## config.mk

```make
export PLATFORM = sky130hd
export DESIGN_NAME = control_movimiento_param_flat
export DESIGN_NICKNAME = d
export VERILOG_FILES = /design/src/rtl/control_movimiento_param_if.sv /design/src/rtl/control_movimiento_param.sv /design/src/flat_wrapper.sv
export SDC_FILE = /design/constraint.sdc
export NUM_CORES = 1
export LEC_CHECK = 0
export CORE_ASPECT_RATIO = 0.5
export CORE_MARGIN = 4
export CORE_UTILIZATION = 48
export DETAILED_ROUTE_END_ITERATION = 10
export GPL_ROUTABILITY_DRIVEN = 0
export PLACE_DENSITY = 0.76
export SYNTH_ARGS = -nofsm -noshare
export SYNTH_HDL_FRONTEND = slang
export SYNTH_SLANG_ARGS = --single-unit
```

## constraint.sdc

```tcl
create_clock -name clk -period 5.62 [get_ports clk]
set_input_delay 1.124 -clock clk [delete_from_list [all_inputs] [get_ports clk]]
set_output_delay 1.124 -clock clk [all_outputs]
set_load 0.01 [all_outputs]
```

## src/rtl/control_movimiento_param_if.sv

```systemverilog
// rtl/control_movimiento_param_if.sv - sensor/position inputs and motor command outputs of the tracker
// Signals:
//   s                          mode select (1 = manual, 0 = automatic)
//   R_vertical_1/2             photoresistor pair, teta axis
//   R_horizontal_1/2           photoresistor pair, fi axis
//   teta_manual, fi_manual     manual target positions
//   teta_actual, fi_actual     current positions
//   s_out_teta, s_out_fi       motor command (00 stop, 01 cw, 11 ccw)
//   falla_teta, falla_fi       timeout fault flags
// Modports: slave = controller, master = front end / driver side.
interface control_movimiento_param_if #(
    parameter int W = 16
);
    logic         s;
    logic [W-1:0] R_vertical_1;
    logic [W-1:0] R_vertical_2;
    logic [W-1:0] R_horizontal_1;
    logic [W-1:0] R_horizontal_2;
    logic [W-1:0] teta_manual;
    logic [W-1:0] fi_manual;
    logic [W-1:0] teta_actual;
    logic [W-1:0] fi_actual;
    logic [1:0]   s_out_teta;
    logic [1:0]   s_out_fi;
    logic         falla_teta;
    logic         falla_fi;

    modport slave (
        input  s, R_vertical_1, R_vertical_2, R_horizontal_1, R_horizontal_2,
               teta_manual, fi_manual, teta_actual, fi_actual,
        output s_out_teta, s_out_fi, falla_teta, falla_fi
    );

    modport master (
        output s, R_vertical_1, R_vertical_2, R_horizontal_1, R_horizontal_2,
               teta_manual, fi_manual, teta_actual, fi_actual,
        input  s_out_teta, s_out_fi, falla_teta, falla_fi
    );
endinterface

```

## src/rtl/control_movimiento_param.sv

```systemverilog
// rtl/control_movimiento_param.sv - two-axis solar tracker motion controller with deadband, dwell and timeout
// Ports:
//   clk   rising-edge clock
//   rst   synchronous active-high reset
//   bus   control_movimiento_param_if.slave (sensor/position inputs, motor commands, fault flags)
// Each axis (0 = teta, 1 = fi) runs its own IDLE/MOVE_CW/MOVE_CCW/DWELL/FAULT machine;
// the registered mode bit is shared so a mode toggle hits both axes on the same edge.
// Optional feature macro: POS_LIMIT_EN (travel limits POS_MIN/POS_MAX block and end moves).
module control_movimiento_param #(
    parameter int           W         = 16,
    parameter int           DEADBAND  = 8,
    parameter int           HYST      = 2,
    parameter int           DWELL_CYC = 1000,
    parameter int           MAX_MOVE  = 1000000,
    parameter logic [W-1:0] POS_MIN   = '0,
    parameter logic [W-1:0] POS_MAX   = '1
) (
    input logic                          clk,
    input logic                          rst,
    control_movimiento_param_if.slave    bus
);
    localparam int CNT_TOP = (DWELL_CYC > MAX_MOVE) ? DWELL_CYC : MAX_MOVE;
    localparam int CW      = $clog2(CNT_TOP);

    localparam logic [W-1:0]  DB_W        = W'(DEADBAND);
    localparam logic [W-1:0]  HYST_W      = W'(HYST);
    localparam logic [CW-1:0] DWELL_LAST  = CW'(DWELL_CYC - 1);
    localparam logic [CW-1:0] MOVE_LAST   = CW'(MAX_MOVE - 1);

    typedef enum logic [2:0] {
        ST_IDLE,
        ST_CW,
        ST_CCW,
        ST_DWELL,
        ST_FAULT
    } state_t;

    // Reset loads s_q from s as well, so reset itself never looks like a toggle.
    logic s_q;
    logic toggle;

    always_ff @(posedge clk) begin
        s_q <= bus.s;
    end

    assign toggle = (bus.s != s_q);

    for (genvar g = 0; g < 2; g++) begin : g_axis
        logic [W-1:0]    r1, r2, tgt, act, op_a, op_b;
        logic signed [W:0] err;
        logic [W-1:0]    mag;
        logic            err_pos, err_neg;
        logic            cw_block, ccw_block;
        state_t          state_q, state_d;
        logic [CW-1:0]   cnt_q, cnt_d;
        logic [1:0]      cmd;
        logic            flt;

        assign r1  = (g == 0) ? bus.R_vertical_1 : bus.R_horizontal_1;
        assign r2  = (g == 0) ? bus.R_vertical_2 : bus.R_horizontal_2;
        assign tgt = (g == 0) ? bus.teta_manual  : bus.fi_manual;
        assign act = (g == 0) ? bus.teta_actual  : bus.fi_actual;

        assign op_a = bus.s ? tgt : r1;
        assign op_b = bus.s ? act : r2;

        // One extra bit of headroom makes the difference exact; |e| always fits in W bits.
        assign err     = $signed({1'b0, op_a}) - $signed({1'b0, op_b});
        assign err_neg = err[W];
        assign err_pos = !err[W] && (err != '0);
        assign mag     = err_neg ? W'(-err) : err[W-1:0];

`ifdef POS_LIMIT_EN
        assign cw_block  = (act >= POS_MAX);
        assign ccw_block = (act <= POS_MIN);
`else
        assign cw_block  = 1'b0;
        assign ccw_block = 1'b0;
`endif

        always_ff @(posedge clk) begin
            if (rst) begin
                state_q <= ST_IDLE;
                cnt_q   <= '0;
            end else begin
                state_q <= state_d;
                cnt_q   <= cnt_d;
            end
        end

        always_comb begin
            state_d = state_q;
            cnt_d   = cnt_q;
            if (toggle) begin
                state_d = ST_DWELL;
                cnt_d   = '0;
            end else begin
                case (state_q)
                    ST_IDLE: begin
                        if (mag > DB_W) begin
                            if (err_pos && !cw_block) begin
                                state_d = ST_CW;
                                cnt_d   = '0;
                            end else if (err_neg && !ccw_block) begin
                                state_d = ST_CCW;
                                cnt_d   = '0;
                            end
                        end
                    end
                    ST_CW, ST_CCW: begin
                        // Timeout outranks the stop conditions.
                        if (cnt_q == MOVE_LAST) begin
                            state_d = ST_FAULT;
                        end else if ((mag <= HYST_W) ||
                                     ((state_q == ST_CW)  && (err_neg || cw_block)) ||
                                     ((state_q == ST_CCW) && (err_pos || ccw_block))) begin
                            state_d = ST_DWELL;
                            cnt_d   = '0;
                        end else begin
                            cnt_d = cnt_q + 1'b1;
                        end
                    end
                    ST_DWELL: begin
                        if (cnt_q == DWELL_LAST) begin
                            state_d = ST_IDLE;
                            cnt_d   = '0;
                        end else begin
                            cnt_d = cnt_q + 1'b1;
                        end
                    end
                    ST_FAULT: begin
                        state_d = ST_FAULT;
                    end
                    default: begin
                        state_d = ST_IDLE;
                        cnt_d   = '0;
                    end
                endcase
            end
        end

        always_comb begin
            cmd = 2'b00;
            flt = 1'b0;
            case (state_q)
                ST_CW:    cmd = 2'b01;
                ST_CCW:   cmd = 2'b11;
                ST_FAULT: flt = 1'b1;
                default:  cmd = 2'b00;
            endcase
        end
    end

    assign bus.s_out_teta = g_axis[0].cmd;
    assign bus.falla_teta = g_axis[0].flt;
    assign bus.s_out_fi   = g_axis[1].cmd;
    assign bus.falla_fi   = g_axis[1].flt;
endmodule

```

## src/flat_wrapper.sv

```systemverilog
// flat-port wrapper written by rule: the top's interface ports become plain ports
module control_movimiento_param_flat 
#(
    parameter int           W         = 16,
    parameter int           DEADBAND  = 8,
    parameter int           HYST      = 2,
    parameter int           DWELL_CYC = 1000,
    parameter int           MAX_MOVE  = 1000000,
    parameter logic [W-1:0] POS_MIN   = '0,
    parameter logic [W-1:0] POS_MAX   = '1
)
  (clk, rst, bus_s, bus_R_vertical_1, bus_R_vertical_2, bus_R_horizontal_1, bus_R_horizontal_2, bus_teta_manual, bus_fi_manual, bus_teta_actual, bus_fi_actual, bus_s_out_teta, bus_s_out_fi, bus_falla_teta, bus_falla_fi);
  control_movimiento_param_if #(.W(W)) bus_i ();
  input logic clk;
  input logic rst;
  input wire logic [$bits(bus_i.s)-1:0] bus_s;
  input wire logic [$bits(bus_i.R_vertical_1)-1:0] bus_R_vertical_1;
  input wire logic [$bits(bus_i.R_vertical_2)-1:0] bus_R_vertical_2;
  input wire logic [$bits(bus_i.R_horizontal_1)-1:0] bus_R_horizontal_1;
  input wire logic [$bits(bus_i.R_horizontal_2)-1:0] bus_R_horizontal_2;
  input wire logic [$bits(bus_i.teta_manual)-1:0] bus_teta_manual;
  input wire logic [$bits(bus_i.fi_manual)-1:0] bus_fi_manual;
  input wire logic [$bits(bus_i.teta_actual)-1:0] bus_teta_actual;
  input wire logic [$bits(bus_i.fi_actual)-1:0] bus_fi_actual;
  output wire logic [$bits(bus_i.s_out_teta)-1:0] bus_s_out_teta;
  output wire logic [$bits(bus_i.s_out_fi)-1:0] bus_s_out_fi;
  output wire logic [$bits(bus_i.falla_teta)-1:0] bus_falla_teta;
  output wire logic [$bits(bus_i.falla_fi)-1:0] bus_falla_fi;
  assign bus_i.s = bus_s;
  assign bus_i.R_vertical_1 = bus_R_vertical_1;
  assign bus_i.R_vertical_2 = bus_R_vertical_2;
  assign bus_i.R_horizontal_1 = bus_R_horizontal_1;
  assign bus_i.R_horizontal_2 = bus_R_horizontal_2;
  assign bus_i.teta_manual = bus_teta_manual;
  assign bus_i.fi_manual = bus_fi_manual;
  assign bus_i.teta_actual = bus_teta_actual;
  assign bus_i.fi_actual = bus_fi_actual;
  assign bus_s_out_teta = bus_i.s_out_teta;
  assign bus_s_out_fi = bus_i.s_out_fi;
  assign bus_falla_teta = bus_i.falla_teta;
  assign bus_falla_fi = bus_i.falla_fi;
  control_movimiento_param #(.W(W), .DEADBAND(DEADBAND), .HYST(HYST), .DWELL_CYC(DWELL_CYC), .MAX_MOVE(MAX_MOVE), .POS_MIN(POS_MIN), .POS_MAX(POS_MAX)) u_core (.clk(clk), .rst(rst), .bus(bus_i));
endmodule
```

Word-level counts from Yosys, hierarchy flattened
Index checks and enable logic that the tools add are counted.
{"block": "op_classes", "magnitude_cmp": 4, "reduce_logical": 25, "n_mux": 40, "n_eq_ne": 31, "addsub": 6, "n_bitwise": 2}
{"operator": "$mux W20", "n": 12}
{"operator": "$pmux W20 S4", "n": 2}
{"operator": "$mux W16", "n": 6}
{"operator": "$add A20 B1 Y20 const B", "n": 2}
{"operator": "$eq A20 B10 Y1 const B", "n": 2}
{"operator": "$eq A20 B20 Y1 const B", "n": 2}
{"operator": "$mux W3", "n": 12}
{"operator": "$reduce_bool A17 Y1", "n": 2}
{"operator": "$sub A16 B16 Y17", "n": 2}
{"operator": "$gt A16 B4 Y1 const B", "n": 2}
{"operator": "$le A16 B2 Y1 const B", "n": 2}
{"operator": "$neg A16 Y16", "n": 2}
{"operator": "$ne A3 B1 Y1 const B", "n": 8}
{"operator": "$pmux W3 S4", "n": 2}
{"operator": "$reduce_and A4 Y1", "n": 6}
{"operator": "$ne A4 B1 Y1 const B", "n": 4}
{"operator": "$eq A3 B2 Y1 const B", "n": 4}
{"operator": "$ne A2 B1 Y1 const B", "n": 4}
{"operator": "$pmux W2 S2", "n": 2}
{"operator": "$eq A3 B1 Y1 const B", "n": 2}
{"operator": "$eq A3 B3 Y1 const B", "n": 2}
{"operator": "$logic_and A1 B1 Y1", "n": 6}
{"operator": "$logic_not A3 Y1", "n": 2}
{"operator": "$reduce_or A2 Y1", "n": 3}
{"operator": "other kinds (7)", "n": 15}
{"block": "totals", "ff_bits": 47, "in_bits": 131}

Logic depth before layout (Yosys ltp)
{"block": "depth", "word_depth": 11, "ltp_mapped": 21, "mapped_depth_nobuf": 17}

Least setup slack after synthesis
Ideal clock, no wire load.
{"block": "synth_timing", "path_kind": "input port to flip-flop", "start": "in bus_s", "end": "reg u_core.g_axis[1].cnt_q[6]", "arrival_ps": 5855, "slack_ps": -357, "setup_time_ps": 122, "n_path_buf": 3, "cell_stages": 19, "required_time_ps": 5498, "path_cell_list": "clkbuf_1 -> buf_1 -> mux2i_1 -> ha_1 -> inv_1 -> fa_1 -> a211oi_2 -> nor4b_1 -> a311oi_1 -> o21ai_1 -> nor4_4 -> mux2_2 -> o32ai_1 -> and4_4 -> a31oi_2 -> o21a_2 -> and2_1 -> buf_6 -> a221o_1"}
{"block": "synth_between", "elab_chain_len": 10}
{"element": "start: declaration", "line": "flat_wrapper.sv:16", "source": "input wire logic [$bits(bus_i.s)-1:0] bus_s;"}
{"element": "$mux W16 (on tied branches)", "line": "control_movimiento_param.sv:64, control_movimiento_param.sv:65"}
{"element": "$sub A16 B16 Y17", "line": "control_movimiento_param.sv:68", "source": "assign err = $signed({1'b0, op_a}) - $signed({1'b0, op_b});"}
{"element": "$neg A16 Y16", "line": "control_movimiento_param.sv:71", "source": "assign mag = err_neg ? W'(-err) : err[W-1:0];"}
{"element": "$mux W16", "line": "control_movimiento_param.sv:71"}
{"element": "$le A16 B2 Y1", "line": "control_movimiento_param.sv:114", "source": "end else if ((mag <= HYST_W) ||"}
{"element": "$logic_or A1 B1 Y1", "line": "control_movimiento_param.sv:114"}
{"element": "$logic_or A1 B1 Y1", "line": "control_movimiento_param.sv:115", "source": "((state_q == ST_CW) && (err_neg || cw_block)) ||"}
{"element": "$mux W20", "line": "control_movimiento_param.sv:114"}
{"element": "$mux W20", "line": "control_movimiento_param.sv:112", "source": "if (cnt_q == MOVE_LAST) begin"}
{"element": "$pmux W20 S4", "line": "control_movimiento_param.sv:98", "source": "case (state_q)"}
{"element": "end signal: assignment", "line": "control_movimiento_param.sv:87", "source": "cnt_q <= cnt_d;"}
{"element": "end: declaration", "line": "control_movimiento_param.sv:55", "source": "logic [CW-1:0] cnt_q, cnt_d;"}
Several ways; a longest one is shown, not always the timed one. The select of a mux whose other input is x is not followed.
A chain may end at the register's enable or synchronous reset.

Worst setup path after layout
{"block": "layout_timing", "start": "in bus_R_vertical_2[0]", "end": "reg u_core.g_axis[0].cnt_q[16]"}
{"block": "layout_between", "elab_chain_len": 10}
{"element": "start: declaration", "line": "flat_wrapper.sv:18", "source": "input wire logic [$bits(bus_i.R_vertical_2)-1:0] bus_R_vertical_2;"}
{"element": "$mux W16 *", "line": "control_movimiento_param.sv:65", "source": "assign op_b = bus.s ? act : r2;"}
{"element": "$sub A16 B16 Y17 *", "line": "control_movimiento_param.sv:68"}
{"element": "$neg A16 Y16", "line": "control_movimiento_param.sv:71"}
{"element": "$mux W16", "line": "control_movimiento_param.sv:71"}
{"element": "$le A16 B2 Y1", "line": "control_movimiento_param.sv:114"}
{"element": "$logic_or A1 B1 Y1", "line": "control_movimiento_param.sv:114"}
{"element": "$logic_or A1 B1 Y1", "line": "control_movimiento_param.sv:115"}
{"element": "$mux W20", "line": "control_movimiento_param.sv:114"}
{"element": "$mux W20", "line": "control_movimiento_param.sv:112"}
{"element": "$pmux W20 S4", "line": "control_movimiento_param.sv:98"}
{"element": "end signal: assignment", "line": "control_movimiento_param.sv:87"}
{"element": "end: declaration", "line": "control_movimiento_param.sv:55"}
Every way passes the cells marked *; elsewhere a longest branch is shown, timed or not. The select of a mux whose other input is x is not followed.

==> flow_summary.json <==
{
  "core_area_sq_mm": 0.01292,
  "synth_seq_cells": 47,
  "fin_total_pwr_mw": 1.867,
  "p_per_area_mw_per_mm2": 218.4,
  "crit_fanout": 9,
  "die-area_sq_mm": 0.01553,
  "antenna_cells": 0,
  "setup_violations": 0,
  "cp.required_ns": 5.80,
  "fmax_mhz": 187.3,
  "grt_pass1_wl_microns": 29660,
  "tritoncts": "done",
  "overflow": 0,
  "die_w_microns": 172.3,
  "wl_per_cell_microns": 15.12,
  "num_vias": 6936,
  "antenna_left": 0,
  "first_pass_iters": 5,
  "clockBufferDepth": 2,
  "synthesis.nets": 994,
  "rows": 29,
  "finalCriticalPeriod_ns": 5.339,
  "async_reset_ff_share_pct": 0,
  "die_h_microns": 90.14,
  "drt-initial-drc-count": 457,
  "hold_viol": 0,
  "status": "completed",
  "cp-start-kind": "input pin",
  "grt_pass1_vias": 6556,
  "p_seq_share_pct": 19.6,
  "grt_use_total_pct": 21.73,
  "syn_to_final_growth_pct": 32.01,
  "cts.reportedPaths.clkPinSlew_ns": 0.07,
  "vias_per_cell": 5.949,
  "tightestPinTransition_ns": 0.6787,
  "p_sw_uw": 723.8,
  "cell_internal_pwr_mw": 1.143,
  "p_sw_share_pct": 38.77,
  "post-route-util_pct": 66.20,
  "fin_ws_ns": 0.2815,
  "tns_ns": 0,
  "cts-root-buf": "clkbuf_16",
  "fin_hold_ws_ns": 0.5077,
  "antenna_found_initial": 0,
  "ys_warn_count": 0,
  "synth_seq_area_share_pct": 14.53,
  "period_share_pct": 94.99,
  "remaining_drc_errors": 0,
  "place_hpwl_microns": 14580,
  "p_clk_share_pct": 20.3,
  "drive_above_1_share_pct": 15.96,
  "crit_path_end_kind": "register",
  "ctsHtreeMaxLevel": 2,
  "power.leakage_nw": 3.423,
  "syn_area_per_cell_sq_um": 7.861,
  "numClockSinks": 47,
  "port-buffer-count": 136,
  "clock_latency_ns": 0.29,
  "grt_max_degree": 22,
  "maxCapViolCount": 0,
  "hold_buffers": 0,
  "post-place-ws_ns": -0.06788,
  "min_path_type": "reg -> reg",
  "vdd_drop_max_v": 0.0001674,
  "synth_area_sq_mm": 0.006477,
  "slew_headroom_pct": 54.34,
  "p_comb_share_pct": 60.1,
  "rsz0062_at_grt": "no",
  "ys_types": 102,
  "cp.arrival_ns": 5.52,
  "synth_top_flop_cell": "dfxtp_1",
  "slew_viol_final": 0,
  "initial_core_util_pct": 50.15,
  "path_class": "in -> reg",
  "cts_buffers": 5,
  "drt_wl_total_microns": 17630,
  "synth-edff-count": 0,
  "netlist_instances": 824,
  "finClkSkew_ns": 0.008640,
  "fin_nets": 1165,
  "pin_count": 137
}
## state kept, by name, summed over array words and instances (netlist names)
name	flops
u_core.g_axis.cnt_q	40
u_core.s_q	1
u_core.g_axis.state_q	6
## kinds of logic after synthesis
logic type	count (synthesis)	share of synthesized area (%)
buffers and inverters	55	4.346
adders and majority gates	39	7.765
and+or+nand+nor	344	30.44
DFF	47	14.53
xor gates and xnor gates	26	3.632
muxes	70	11.49
AOI/OAI and AO/OA	243	27.80
## Yosys cell counts, drive strengths merged (10+ instances only)
cell type	n	share of area, %
a22o	10	1.4
nand2	46	2.7
nand2b	14	1.5
and2	13	1.3
nor2b	12	1.3
xnor2	17	2.3
a21oi	32	2.5
o21a	10	1.2
buf	21	2.4
clkbuf	14	0.83
dfxtp	47	15
ha	37	7.1
mux2i	35	5.4
nor2	69	4.0
nand3	36	2.8
nor4	18	2.0
a31oi	14	1.7
a221o	11	1.7
or3	15	1.7
and3	26	2.6
mux2	35	6.1
inv	20	1.2
o31ai	15	2.2
o22ai	10	0.97
o21ai	61	5.1
nor3	32	2.5
or2	15	1.5
a211oi	13	1.7
## critical path, stage by stage
cell             delay [ns]
clkdlybuf4s50_1        0.40
mux2_2                 0.26
ha_1                   0.20
fa_1                   0.45
nor2b_2                0.23
o22a_1                 0.22
xor2_1                 0.11
or4_4                  0.51
nor3_1                 0.39
a211oi_1               0.15
or3_4                  0.41
nand4bb_4              0.13
nor3_2                 0.07
nand2b_4               0.15
or2_1                  0.24
buf_4                  0.18
o31ai_1                0.28
## routing by layer
metal / wire length (microns) / vias to the layer above / GRT usage (%)
met3: 982 / 17 / 3.725
met2: 8243 / 178 / 36.59
li1: - / 3529 / -
met5: 0 / - / 0
met1: 8236 / 3212 / 29.38
met4: 171 / 0 / 3.990
## stage by stage
step / cells / area [sq um]
2_1_floorplan: 824 / 6491
3_3_place_gp: 1158 / 8341
3_5_place_dp: 1158 / 8341
4_1_cts: 1166 / 8529
5_1_grt: 1166 / 8551
6_report: 1166 / 8551
## repair_timing
| item | in CTS | in global routing |
|---|---|---|
| buffers inserted | 0 | 0 |
| endpoints found under the setup margin | 0 | 18 |
| endpoints found under the hold margin | 0 | 0 |
| resized for setup | 0 | 5 |
## path summary, 6_finish.rpt
path	cells past startpoint	end	start	slack (ns)
setup / recovery	17	u_core.g_axis[0].cnt_q[16]	bus_R_vertical_2[0]	0.28
hold / removal	2	u_core.g_axis[0].cnt_q[1]	u_core.g_axis[0].cnt_q[1]	0.51
setup reg to reg	10	u_core.g_axis[0].cnt_q[16]	u_core.g_axis[0].cnt_q[0]	2.85
hold reg to reg	2	u_core.g_axis[0].cnt_q[1]	u_core.g_axis[0].cnt_q[1]	0.51
## final cells by class
type,instances,area [sq um]
fill,1104,4367
timing repair buffer,199,1864
multi-input combinational,722,5269
inverter,20,75.07
tap,170,212.7
clock inverter,2,60.06
clock buffer,6,128.9
sequential,47,940.9
## layout by cell type, fill, tap and decap left out, types with 9 or more instances in the layout
cell type          n
clkdlybuf4s50_1  135
nor2_1            68
buf_4             60
dfxtp_1           47
nand2_1           46
o21ai_0           40
ha_1              37
nand3_1           36
mux2i_1           35
mux2_2            34
a21oi_1           32
nor3_1            31
and3_1            25
inv_1             20
xnor2_1           17
nor4_1            17
o21ai_1           14
nand2b_1          13
a31oi_1           12
or3_1             12
o31ai_1           12
and2_1            11
a221o_1           11
or2_2             10
o22ai_1           10
nor2b_1           10
a22o_1            10
a211oi_1           9
o21a_1             9
## power groups by stage
stage          Combinational, mW  Clock, mW  Sequential [mW]
2_1_floorplan              0.753          0            0.360
3_3_place_gp                1.08          0            0.372
3_5_place_dp                1.10          0            0.373
4_1_cts                     1.11      0.382            0.366
5_1_grt                     1.23      0.397            0.369
6_report                    1.12      0.379            0.367
Note: power is estimated with default switching activity, not from simulation.
